<file path="src/rtl/core_bist_ctrl.sv">
// Built-in self-test controller: drives LFSR patterns into a combinational logic
// core, compacts its responses in an 8-bit MISR and compares against a golden signature.
module core_bist_ctrl #(
    parameter logic [11:0] SEED = 12'h001
) (
    input  logic        clk,
    input  logic        rst_n,
    input  logic        start,
    input  logic        abort,
    input  logic [11:0] num_pat,
    input  logic [7:0]  golden_sig,
    output logic [11:0] pat_out,
    input  logic [7:0]  resp_in,
    output logic        busy,
    output logic        done,
    output logic        pass,
    output logic [7:0]  sig_out,
    output logic [1:0]  state_dbg
);

    // start/abort are level-sampled on every rising edge with no handshake:
    // start is acted on only from IDLE/DONE, abort only while busy (RUN/CMP),
    // and abort outranks both start and CMP completion.

    typedef enum logic [1:0] {
        IDLE = 2'd0,
        RUN  = 2'd1,
        CMP  = 2'd2,
        DONE = 2'd3
    } state_t;

    state_t      state;
    logic [11:0] lfsr;
    logic [11:0] cnt;
    logic [11:0] num_q;
    logic [7:0]  misr;
    logic [11:0] lfsr_nxt;
    logic [7:0]  misr_nxt;
    logic        last_pat;

    always_comb begin
        lfsr_nxt = {lfsr[10:0], lfsr[11] ^ lfsr[5] ^ lfsr[3] ^ lfsr[0]};
    end

    // Feedback taps of the MISR land on bits 2..4.
    always_comb begin
        misr_nxt    = 8'h00;
        misr_nxt[0] = misr[7] ^ resp_in[0];
        misr_nxt[1] = misr[0] ^ resp_in[1];
        misr_nxt[2] = misr[1] ^ resp_in[2] ^ misr[7];
        misr_nxt[3] = misr[2] ^ resp_in[3] ^ misr[7];
        misr_nxt[4] = misr[3] ^ resp_in[4] ^ misr[7];
        misr_nxt[5] = misr[4] ^ resp_in[5];
        misr_nxt[6] = misr[5] ^ resp_in[6];
        misr_nxt[7] = misr[6] ^ resp_in[7];
    end

    assign last_pat  = (cnt == (num_q - 12'd1));
    assign sig_out   = misr;
    assign state_dbg = state;

    always_ff @(posedge clk or negedge rst_n) begin
        if (!rst_n) begin
            state   <= IDLE;
            lfsr    <= SEED;
            cnt     <= 12'd0;
            num_q   <= 12'd0;
            misr    <= 8'h00;
            pat_out <= 12'h000;
            busy    <= 1'b0;
            done    <= 1'b0;
            pass    <= 1'b0;
        end else begin
            case (state)
                IDLE, DONE: begin
                    if (start) begin
                        num_q <= num_pat;
                        lfsr  <= SEED;
                        cnt   <= 12'd0;
                        misr  <= 8'h00;
                        pass  <= 1'b0;
                        done  <= 1'b0;
                        busy  <= 1'b1;
                        if (num_pat != 12'd0) begin
                            state   <= RUN;
                            pat_out <= SEED;
                        end else begin
                            state   <= CMP;
                            pat_out <= 12'h000;
                        end
                    end
                end
                RUN: begin
                    if (abort) begin
                        state   <= IDLE;
                        pat_out <= 12'h000;
                        busy    <= 1'b0;
                        done    <= 1'b0;
                        pass    <= 1'b0;
                    end else begin
                        lfsr <= lfsr_nxt;
                        misr <= misr_nxt;
                        cnt  <= cnt + 12'd1;
                        if (last_pat) begin
                            state   <= CMP;
                            pat_out <= 12'h000;
                        end else begin
                            pat_out <= lfsr_nxt;
                        end
                    end
                end
                CMP: begin
                    busy <= 1'b0;
                    if (abort) begin
                        state <= IDLE;
                        done  <= 1'b0;
                        pass  <= 1'b0;
                    end else begin
                        state <= DONE;
                        done  <= 1'b1;
                        pass  <= (misr == golden_sig);
                    end
                end
                default: state <= IDLE;
            endcase
        end
    end

endmodule

</file>
<file path="config.mk">
export PLATFORM = sky130hd
export DESIGN_NAME = core_bist_ctrl
export DESIGN_NICKNAME = d
export VERILOG_FILES = /design/src/rtl/core_bist_ctrl.sv
export SDC_FILE = /design/constraint.sdc
export NUM_CORES = 1
export LEC_CHECK = 0
export ABC_AREA = 1
export BUFFER_PORTS_ARGS = -buffer_cell sky130_fd_sc_hd__buf_4
export CAP_MARGIN = 30
export CORE_UTILIZATION = 55
export CTS_CLUSTER_SIZE = 16
export DETAILED_ROUTE_END_ITERATION = 8
export PLACE_DENSITY = 0.79
export SKIP_CTS_REPAIR_TIMING = 1
export SLEW_MARGIN = 20
export SYNTH_ARGS = -nofsm -noshare
export SYNTH_HDL_FRONTEND = slang
export SYNTH_SLANG_ARGS = --single-unit
</file>
<file path="constraint.sdc">
create_clock -name clk -period 2.1 [get_ports clk]
set_input_delay 0.105 -clock clk [delete_from_list [all_inputs] [get_ports clk]]
set_output_delay 0.105 -clock clk [all_outputs]
set_load 0.03 [all_outputs]
</file>
## After elaboration in Yosys (flattened, before gate mapping)

Cells that the tools add are included.

| operators by class | value |
|---|---|
| reduce and logical (&&, ||, !) cells | 9 |
| bitwise logic cells | 14 |
| mux-type cells | 28 |
| equal/unequal tests | 9 |
| add/subtract/negate cells | 2 |

Operator list:

| operator | count |
|---|---|
| 12-bit two-way mux | 7 |
| 12-bit one-hot mux with 2 select lines | 3 |
| 8-bit two-way mux | 2 |
| 8-bit one-hot mux with 2 select lines | 1 |
| 1-bit XOR | 14 |
| 12-bit by 1-bit adder with 12-bit output (second input constant) | 1 |
| 12-bit == test | 1 |
| 12-bit nonzero test | 1 |
| 12-bit by 1-bit subtractor with 12-bit output (second input constant) | 1 |
| 2-bit two-way mux | 5 |
| 1-bit one-hot mux with 3 select lines | 3 |
| 8-bit == test | 1 |
| 2-bit AND reduction | 4 |
| 1-bit two-way mux | 6 |
| 2-bit != test (second input constant) | 3 |
| 2-bit one-hot mux with 3 select lines | 1 |
| 2-bit == test (second input constant) | 2 |
| 3-bit != test (second input constant) | 1 |
| 3-bit AND reduction | 1 |
| 2-bit by 1-bit == test with 1-bit output (second input constant) | 1 |
| 2-bit zero test | 1 |
| 2-bit nonzero test | 1 |
| 2-bit OR reduction | 1 |

| word-level totals | value |
|---|---|
| flip-flop bits (word level) | 61 |

## Logic depth before layout (Yosys ltp)

Gate-level depths: netlist of the first run.

| logic depth | value |
|---|---|
| depth after elaboration | 6 |
| gate-level depth with buffers | 16 |
| mapped depth without buffers | 16 |

## Worst setup path before layout of the first run

OpenSTA, ideal clock, no wires.

| timing path | value |
|---|---|
| path type | flip-flop to flip-flop |
| from | register state[0] (netlist: state_dbg[0]) |
| to | register cnt[10] |
| library setup time | 119 ps |
| period minus slack after synthesis | 2,058 ps |
| slack | 42 ps |
| stages on the path, launching flop included | 15 |
| required time | 1,981 ps |
| data arrival time | 1,939 ps |
| path through | dfrtp_1 -> inv_1 -> ha_1 -> inv_1 -> nand2_2 -> nand2_4 -> nand2_4 -> nor3_4 -> nand3_1 -> inv_2 -> nand2_2 -> nor2_4 -> nand2_1 -> o21ai_1 -> nor2_1 |

| between the ends | value |
|---|---|
| cells in the longest elaborated chain, start to end | 4 |
| elaborated cells on any way between the ends | 9 |
| those cells by class | 4 x eq/ne; 1 x mux; 4 x reduce/logical |

RTL lines:

| element | line | source |
|---|---|---|
| from (decl) | 32 | `state_t state;` |
| from (signal assigned) | 64 | `state <= IDLE;` |
| from (signal assigned) | 85 | `state <= RUN;` |
| from (signal assigned) | 88 | `state <= CMP;` |
| 2-bit == test or 2-bit zero test (tied branches) | 74 | `case (state)` |
| 2-bit OR reduction | 74 |  |
| 2-bit != test (no line) or 2-bit nonzero test (tied branches) | - |  |
| 3-bit AND reduction (no line) | - |  |
| to (signal assigned) | 103 | `cnt <= cnt + 12'd1;` |
| to (decl) | 34 | `logic [11:0] cnt;` |

Several ways; a longest one is shown, not always the timed one.
A chain may end at the register's enable or synchronous reset.

## Worst setup path in the final report of the first run

| timing path | value |
|---|---|
| from | register state[0] (netlist: state_dbg[0]) |
| to | register cnt[9] |

The elaborated chain is that of the path after synthesis.

==> run summary, run 1 <==
DETAILED ROUTING
----------------------------------------------------------------------------------------
Routed length per placed instance .........................................      13.0 um
Number of search-and-repair iterations in the first detailed-routing pass .            4
Number of vias per cell ...................................................         5.16
Iter 0 DRT Violations .....................................................          160
Detailed-route wire length ................................................      7.14 mm
Post-detailed-route count of antenna-violating nets .......................            0
Drc violations ............................................................            0
Via count of the routed design ............................................         2843

STA
----------------------------------------------------------------------------------------
Setup repair after global routing missed its margin .......................        false
Aggregate negative setup slack ............................................         0 ns
Worst Max-Slew Pin Slew ...................................................     0.757 ns
Number of pins exceeding their max-slew limit in the final report .........            0
Min Clock Period, post-route ..............................................      1.94 ns
Period Utilization, post-route ............................................        92.4%
Number of hold-slack violations in the final timing report ................            0
Min Hold Slack ............................................................    0.0484 ns
Worst slew margin relative to its limit ...................................        49.5%
Final count of negative-setup-slack endpoints .............................            0
Fmax achieved .............................................................      516 MHz
Setup Skew ................................................................    0.0104 ns

CLOCK NETWORK
----------------------------------------------------------------------------------------
Clock transition at the registers of the reported paths ...................      0.08 ns
TritonCTS clock tree ......................................................        built
Depth of the CTS H-tree ...................................................            3
Worst-Skew Late Latency ...................................................      0.34 ns
CTS Buffer Depth ..........................................................            2
Number of CTS-inserted buffers ............................................            9
Clock Tree Root ........................................................... sky130_fd_sc_hd__clkbuf_8
Clk sink count ............................................................           61

SYNTH
----------------------------------------------------------------------------------------
Top-area cell type share of the netlist area ..............................        45.2%
Most area-consuming cells after synthesis ................................. sky130_fd_sc_hd__dfrtp_1 (45%), sky130_fd_sc_hd__nand2_1 (11%), sky130_fd_sc_hd__inv_1 (5.9%)
Most common flop cell mapped by yosys ..................................... sky130_fd_sc_hd__dfrtp_1
Top-count cell post-synth ................................................. sky130_fd_sc_hd__nand2_1
Cells after synthesis .....................................................          408
Syn. warnings .............................................................            0
Library cell with the largest summed area after synthesis ................. sky130_fd_sc_hd__dfrtp_1
Mapped Area ...............................................................     3320 um2
Total of flip-flops plus latches after synthesis ..........................           61
Register area share after synthesis .......................................        46.0%
Netlist cell types ........................................................           34
Net count of the mapped netlist ...........................................          444
Syn Area/Cell .............................................................     8.15 um2
Top cells by instance count after synthesis ............................... sky130_fd_sc_hd__nand2_1 (98), sky130_fd_sc_hd__dfrtp_1 (60), sky130_fd_sc_hd__inv_1 (52), sky130_fd_sc_hd__o21ai_0 (27), sky130_fd_sc_hd__nand3_1 (23)
Share of async-settable or async-resettable flops after synthesis .........         100%
Number of enable flip-flop cells after synthesis ..........................            0

WORST SETUP PATH
----------------------------------------------------------------------------------------
Start point of the critical path .......................................... state_dbg[0]$_DFFE_PN0P_
Capturing point of the worst reg2reg path ................................. cnt[9]$_DFFE_PN0P_
Worst setup path category .................................................      reg2reg
Arrival @ worst endpoint ..................................................      2.21 ns
Element type at the critical path end .....................................         flop
Reg2Reg Setup Slack .......................................................      0.16 ns
Cells on worst reg2reg path ...............................................           14
Data required time of the critical path ...................................      2.37 ns
Endpoint of the most critical setup path .................................. cnt[9]$_DFFE_PN0P_
Peak fanout along the critical path .......................................            5
Source of the worst register-to-register timing path ...................... state_dbg[0]$_DFFE_PN0P_
Launching element type of the critical path ...............................         flop

FLOORPLAN
----------------------------------------------------------------------------------------
Width of the die ..........................................................      79.7 um
Starting density of the core ..............................................        58.6%
Die area ..................................................................     6360 um2
Row count .................................................................           27
Die Ht ....................................................................      79.7 um
Core outline area .........................................................     5680 um2
I/O pin count .............................................................           57

RUN
----------------------------------------------------------------------------------------
Max-Cap Viols .............................................................            0

GLOBAL ROUTING
----------------------------------------------------------------------------------------
Total global routing overflow .............................................            0
Maximum number of pins on one net before global-route repair ..............           62
Via count of the first global-routing pass ................................         2866
Number of antenna violations at the first check in global routing .........            0
Gr usage total ............................................................        25.0%
Global-route wire length before repair ....................................      12.3 mm

PWR
----------------------------------------------------------------------------------------
Max rail drop VDD .........................................................       929 uV
Total design power ........................................................      5470 uW
Leakage ...................................................................   0.00206 uW
Power density of the placed cells .........................................  1340 nW/um2

PLACED DESIGN
----------------------------------------------------------------------------------------
Global placer's final weighted congestion .................................        0.798
Half-perimeter wire length after placement ................................      5.08 mm
Count of input and output buffers .........................................           56
Cell count after placement ................................................          533

LAYOUT
----------------------------------------------------------------------------------------
Ratio of cells with drive above 1 in the final layout .....................        25.3%
Area growth from synthesis to layout ......................................        23.2%
Count of inserted antenna diode cells .....................................            0
Final #Nets ...............................................................          510
Non-filler cells, final ...................................................          551

MIN PATH
----------------------------------------------------------------------------------------
Launch instance of the worst min-delay path ...............................   num_pat[7]
HP Class ..................................................................       in2reg

RUN STATUS
----------------------------------------------------------------------------------------
Outcome ................................................................... complete, no violations

[power breakdown]
group          switching (uW)  internal (uW)  total (uW)
Sequential                327           1480        1810
Combinational            1630            952        2580
Clock                     497            588        1090
Total                    2450           3020        5470
[layout make-up]
class	count	area [um2]
Fill cell	432	1580
Multi-Input combinational cell	278	1550
Sequential cell	61	1530
Timing Repair Buffer	62	480
Inverter	62	233
Clock buffer	10	138
Tap cell	72	90.1
Clock inverter	6	71.3
[layout by cell type, fill, tap and decap left out, types with 2 or more instances in the layout]
cell,synthesis,layout
sky130_fd_sc_hd__nand2_1,98,98
sky130_fd_sc_hd__dfrtp_1,60,60
sky130_fd_sc_hd__buf_4,0,60
sky130_fd_sc_hd__inv_1,52,51
sky130_fd_sc_hd__o21ai_0,27,27
sky130_fd_sc_hd__nand3_1,23,23
sky130_fd_sc_hd__nor2_1,22,22
sky130_fd_sc_hd__xnor2_1,18,18
sky130_fd_sc_hd__xor2_1,12,12
sky130_fd_sc_hd__inv_2,10,11
sky130_fd_sc_hd__o22ai_1,10,10
sky130_fd_sc_hd__a21oi_1,10,10
sky130_fd_sc_hd__clkbuf_8,0,10
sky130_fd_sc_hd__nor2_2,9,9
sky130_fd_sc_hd__nand2_2,7,7
sky130_fd_sc_hd__o21ai_1,7,7
sky130_fd_sc_hd__nor2_4,6,6
sky130_fd_sc_hd__nand4_1,5,5
sky130_fd_sc_hd__nand2_4,3,3
sky130_fd_sc_hd__nor3_1,3,3
sky130_fd_sc_hd__nand3_2,2,2
sky130_fd_sc_hd__nand3b_1,2,2
sky130_fd_sc_hd__o31ai_1,2,2
sky130_fd_sc_hd__ha_2,0,2
sky130_fd_sc_hd__clkinvlp_4,0,2
sky130_fd_sc_hd__clkinv_4,0,2
[sequential cells by signal, indices dropped and copies added, names as in the netlist]
| name | flops |
|---|---|
| sig_out | 8 |
| lfsr | 12 |
| cnt | 12 |
| pat_out | 12 |
| pass | 1 |
| state_dbg | 2 |
| num_q | 12 |
| busy | 1 |
| done | 1 |
[metal layers]
layer  track usage [%]  vias up  wire (um)
li1                  -     1420          -
met1              32.0     1357       3360
met2              41.5       58       3430
met3              5.83        8        264
met4              8.39        0         85
met5                 0        -          0
[worst min-delay path by stage]
| stage | end | slack, ns | cells after the start |
|---|---|---|---|
| 2_1_floorplan | busy$_DFFE_PN0P_ | -0.19 | 0 |
| 3_3_place_gp | done$_DFFE_PN0P_ | 0.22 | 1 |
| 3_5_place_dp | state_dbg[1]$_DFFE_PN0P_ | 0.22 | 1 |
| 4_1_cts | num_q[7]$_DFFE_PN0P_ | -0.15 | 1 |
| 5_1_grt | sig_out[1]$_DFFE_PN0P_ | 0.06 | 3 |
| 6_report | num_q[7]$_DFFE_PN0P_ | 0.05 | 3 |
[stage by stage]
stage                     utilization, %  instance area, um2  setup WS (ns)
after floorplan                        -                3320         0.0415
after global placement              67.6                3840          0.176
after detailed placement            67.6                3840         0.0642
after CTS                           71.3                4050         0.0580
after global routing                72.1                4090         0.0129
final                               72.1                4090          0.160
[cells by family (layout without fill, tap and decap cells)]
kind of cell,count (synthesis),count (layout),synth area share (%)
flip-flops,61,61,46.0
AND/OR/NAND/NOR,184,184,26.9
adder cells (fa/ha/maj),4,4,1.51
buffers and inverters,69,140,7.83
AO/OA/AOI/OAI,60,60,9.86
XOR/XNOR,30,30,7.91
[worst max-delay path, stage by stage, from the launching register on]
cell                      delay (ns)
sky130_fd_sc_hd__dfrtp_1        0.41
sky130_fd_sc_hd__inv_1          0.11
sky130_fd_sc_hd__ha_4           0.22
sky130_fd_sc_hd__inv_2          0.09
sky130_fd_sc_hd__nand2_2        0.07
sky130_fd_sc_hd__nand2_4        0.08
sky130_fd_sc_hd__nand2_4        0.07
sky130_fd_sc_hd__nor2_4         0.10
sky130_fd_sc_hd__nand2_1        0.07
sky130_fd_sc_hd__nor2_2         0.10
sky130_fd_sc_hd__nand2_1        0.09
sky130_fd_sc_hd__nor2_2         0.16
sky130_fd_sc_hd__a21o_1         0.13
sky130_fd_sc_hd__nand2_1        0.05
sky130_fd_sc_hd__a21oi_1        0.12
(Power assumes the default switching activity.)
==> run 2: changes to the inputs <==
--- a/config.mk
+++ b/config.mk
@@ -9,6 +9,7 @@
 export BUFFER_PORTS_ARGS = -buffer_cell sky130_fd_sc_hd__buf_4
 export CAP_MARGIN = 30
 export CORE_UTILIZATION = 55
+export CTS_BUF_LIST = sky130_fd_sc_hd__clkbuf_8
 export CTS_CLUSTER_SIZE = 16
 export DETAILED_ROUTE_END_ITERATION = 8
 export PLACE_DENSITY = 0.79
==> constraint.sdc (replaced) <==
create_clock -name clk -period 1.85 [get_ports clk]
set_input_delay 0.0925 -clock clk [delete_from_list [all_inputs] [get_ports clk]]
set_output_delay 0.0925 -clock clk [all_outputs]
set_load 0.03 [all_outputs]
==> run 2 against run 1 <==
The flow now finishes with violations (negative setup slack). Sequential share of layout area shrank 2.4 points. Cell count up 3.3%. Die area did not move. Clock skew about the same. Critical endpoint is now state_dbg[1]$_DFFE_PN0P_. Largest cell class unchanged. Highest routed layer unchanged.
==> run summary, run 2 (synthesis results as in run 1) <==
DETAILED ROUTING
----------------------------------------------------------------------------------------
Highest Signal Layer ......................................................         met4   unchanged
Number of search-and-repair iterations in the first detailed-routing pass .            4   unchanged
Post-Route M1 WL ..........................................................      3.68 mm   was 3.36 mm
Iter 0 DRT Violations .....................................................          142   was 160
Amount of wire on met3 after detailed routing .............................       304 um   was 264 um
Detailed-route wire length ................................................      7.86 mm   was 7.14 mm
Via count of the routed design ............................................         2942   was 2843
Detailed route wirelength on metal2 .......................................      3.71 mm   was 3.43 mm
Number of vias per cell ...................................................         5.17   was 5.16
Drc violations ............................................................            0   unchanged
Routed length per placed instance .........................................      13.8 um   was 13.0 um
Post-detailed-route count of antenna-violating nets .......................            0   unchanged

CLOCK NETWORK
----------------------------------------------------------------------------------------
Depth of the CTS H-tree ...................................................            3   unchanged
TritonCTS clock tree ......................................................        built   unchanged
Number of CTS-inserted buffers ............................................            9   unchanged
Worst-Skew Late Latency ...................................................      0.35 ns   was 0.34 ns
Clk sink count ............................................................           61   unchanged
Clock Tree Root ........................................................... sky130_fd_sc_hd__clkbuf_8   unchanged
Clock transition at the registers of the reported paths ...................      0.07 ns   was 0.08 ns
CTS Buffer Depth ..........................................................            2   unchanged

STA
----------------------------------------------------------------------------------------
Final setup slack of the worst path .......................................   -0.0410 ns   was 0.160 ns
Min Clock Period, post-route ..............................................      1.89 ns   was 1.94 ns
Worst Max-Slew Pin Slew ...................................................     0.763 ns   was 0.757 ns
Fmax achieved .............................................................      529 MHz   was 516 MHz
Number of hold-slack violations in the final timing report ................            0   unchanged
Final count of negative-setup-slack endpoints .............................            4   was 0
Period Utilization, post-route ............................................         102%   was 92.4%
Setup repair after global routing missed its margin .......................         true   was false
Worst slew margin relative to its limit ...................................        49.1%   was 49.5%
Setup Skew ................................................................    0.0104 ns   about the same
Number of pins exceeding their max-slew limit in the final report .........            0   unchanged

FLOORPLAN
----------------------------------------------------------------------------------------
Core outline area .........................................................     5680 um2   unchanged
Row count .................................................................           27   unchanged
Die area ..................................................................     6360 um2   unchanged
I/O pin count .............................................................           57   unchanged
Die Ht ....................................................................      79.7 um   unchanged
Starting density of the core ..............................................        58.6%   unchanged
Width of the die ..........................................................      79.7 um   unchanged

PLACED DESIGN
----------------------------------------------------------------------------------------
Post-placement cell area ..................................................     3920 um2   was 3840 um2
Count of input and output buffers .........................................           56   unchanged
Global placer's final weighted congestion .................................        0.847   was 0.798
Half-perimeter wire length after placement ................................      5.26 mm   was 5.08 mm

LAYOUT
----------------------------------------------------------------------------------------
Commonest non-fill, non-tap cell in the layout ............................ sky130_fd_sc_hd__nand2_1   unchanged
Area growth from synthesis to layout ......................................        31.8%   was 23.2%
Count of inserted antenna diode cells .....................................            0   unchanged
Total non-filler cell area in the finished layout .........................     4380 um2   was 4090 um2
Share of the core filled with cells .......................................        77.2%   was 72.1%
Ratio of cells with drive above 1 in the final layout .....................        33.0%   was 25.3%
Number of fill cells in the layout ........................................          410   was 432
Commonest non-fill, non-tap cells in the layout ........................... sky130_fd_sc_hd__nand2_1 (91), sky130_fd_sc_hd__buf_4 (77), sky130_fd_sc_hd__dfrtp_1 (58)   was sky130_fd_sc_hd__nand2_1 (98), sky130_fd_sc_hd__dfrtp_1 (60), sky130_fd_sc_hd__buf_4 (60)
Final #Nets ...............................................................          529   was 510

WORST SETUP PATH
----------------------------------------------------------------------------------------
Data required time of the critical path ...................................      2.09 ns   was 2.37 ns
Launching element type of the critical path ...............................         flop   unchanged
Element type at the critical path end .....................................         flop   unchanged
Peak fanout along the critical path .......................................            5   unchanged
Worst setup path category .................................................      reg2reg   unchanged
Arrival @ worst endpoint ..................................................      2.13 ns   was 2.21 ns

RUN
----------------------------------------------------------------------------------------
Max-Cap Viols .............................................................            0   unchanged

MIN PATH
----------------------------------------------------------------------------------------
HP Class ..................................................................       in2reg   unchanged

GLOBAL ROUTING
----------------------------------------------------------------------------------------
Number of antenna violations at the first check in global routing .........            0   unchanged
Maximum number of pins on one net before global-route repair ..............           62   unchanged
Gr usage total ............................................................        25.7%   was 25.0%
Global-route wire length before repair ....................................      12.3 mm   about the same
Via count of the first global-routing pass ................................         2770   was 2866
Total global routing overflow .............................................            0   unchanged

PWR
----------------------------------------------------------------------------------------
Max rail drop VDD .........................................................      1030 uV   was 929 uV
Power density of the placed cells .........................................  1560 nW/um2   was 1340 nW/um2
Leakage ...................................................................   0.00218 uW   was 0.00206 uW

RUN STATUS
----------------------------------------------------------------------------------------
Outcome ................................................................... finished, violations left   was complete, no violations
Violations in the final reports ........................................... negative setup slack

[run 2: worst paths after layout]
check                                      from                       end  slack [ns]  depth (start not counted)
min in group asynchronous                 rst_n          busy$_DFFE_PN0P_        0.36                          2
max in group asynchronous                 rst_n  state_dbg[0]$_DFFE_PN0P_        0.96                          2
setup reg to reg           num_q[0]$_DFFE_PN0P_  state_dbg[1]$_DFFE_PN0P_       -0.04                         15
setup / recovery           num_q[0]$_DFFE_PN0P_  state_dbg[1]$_DFFE_PN0P_       -0.04                         15
hold reg to reg                done$_DFFE_PN0P_          done$_DFFE_PN0P_        0.48                          2
hold / removal                       num_pat[9]      num_q[9]$_DFFE_PN0P_        0.03                          3
[run 2: final cells by class]
class	instances	area, um2	area share, %
multi-input cells	279	1720	39.2
flip-flops and latches	61	1530	34.9
repair buffers	80	611	13.9
inverters	62	233	5.31
clock buffers	11	151	3.46
well taps	72	90.1	2.06
clock inverters	4	47.5	1.09
[run 2: where the power goes]
group / switching (uW) / leakage [uW] / internal, uW / total (uW)
combinational: 2140 / 0.00127 / 1450 / 3590
sequential: 376 / 0.000806 / 1680 / 2060
clock: 517 / 0.000101 / 683 / 1200
[run 2: stage by stage]
stage               TNS, ns  hold WS, ns  instances  power, uW  worst slack, ns
finish              -0.0884       0.0267        569       6850          -0.0410
global route          -1.47       0.0459        569       7330           -0.159
detailed placement  -0.0640        0.223        541       5180          -0.0270
floorplan                 0       -0.203        408       4200          0.00277
global placement          0        0.212        541       5090           0.0205
CTS                  -0.119       -0.160        556       6410          -0.0489
[run 2: layer usage]
layer	vias up	GRT usage, %
met3	13	5.71
met2	56	41.8
li1	1467	-
met1	1406	33.3
met4	0	10.4
met5	-	0
[run 2: critical path: stages (launching register included)]
cell,delay [ns]
sky130_fd_sc_hd__dfrtp_1,0.40
sky130_fd_sc_hd__inv_2,0.10
sky130_fd_sc_hd__ha_4,0.17
sky130_fd_sc_hd__nand3_4,0.09
sky130_fd_sc_hd__inv_2,0.07
sky130_fd_sc_hd__nand2_1,0.05
sky130_fd_sc_hd__nand2_1,0.06
sky130_fd_sc_hd__nand2_1,0.05
sky130_fd_sc_hd__nor2_1,0.10
sky130_fd_sc_hd__nand2_1,0.09
sky130_fd_sc_hd__nor2_4,0.16
sky130_fd_sc_hd__nand3_4,0.17
sky130_fd_sc_hd__nand2_4,0.13
sky130_fd_sc_hd__nand2_2,0.05
sky130_fd_sc_hd__nand2_1,0.05
sky130_fd_sc_hd__nand2_1,0.04
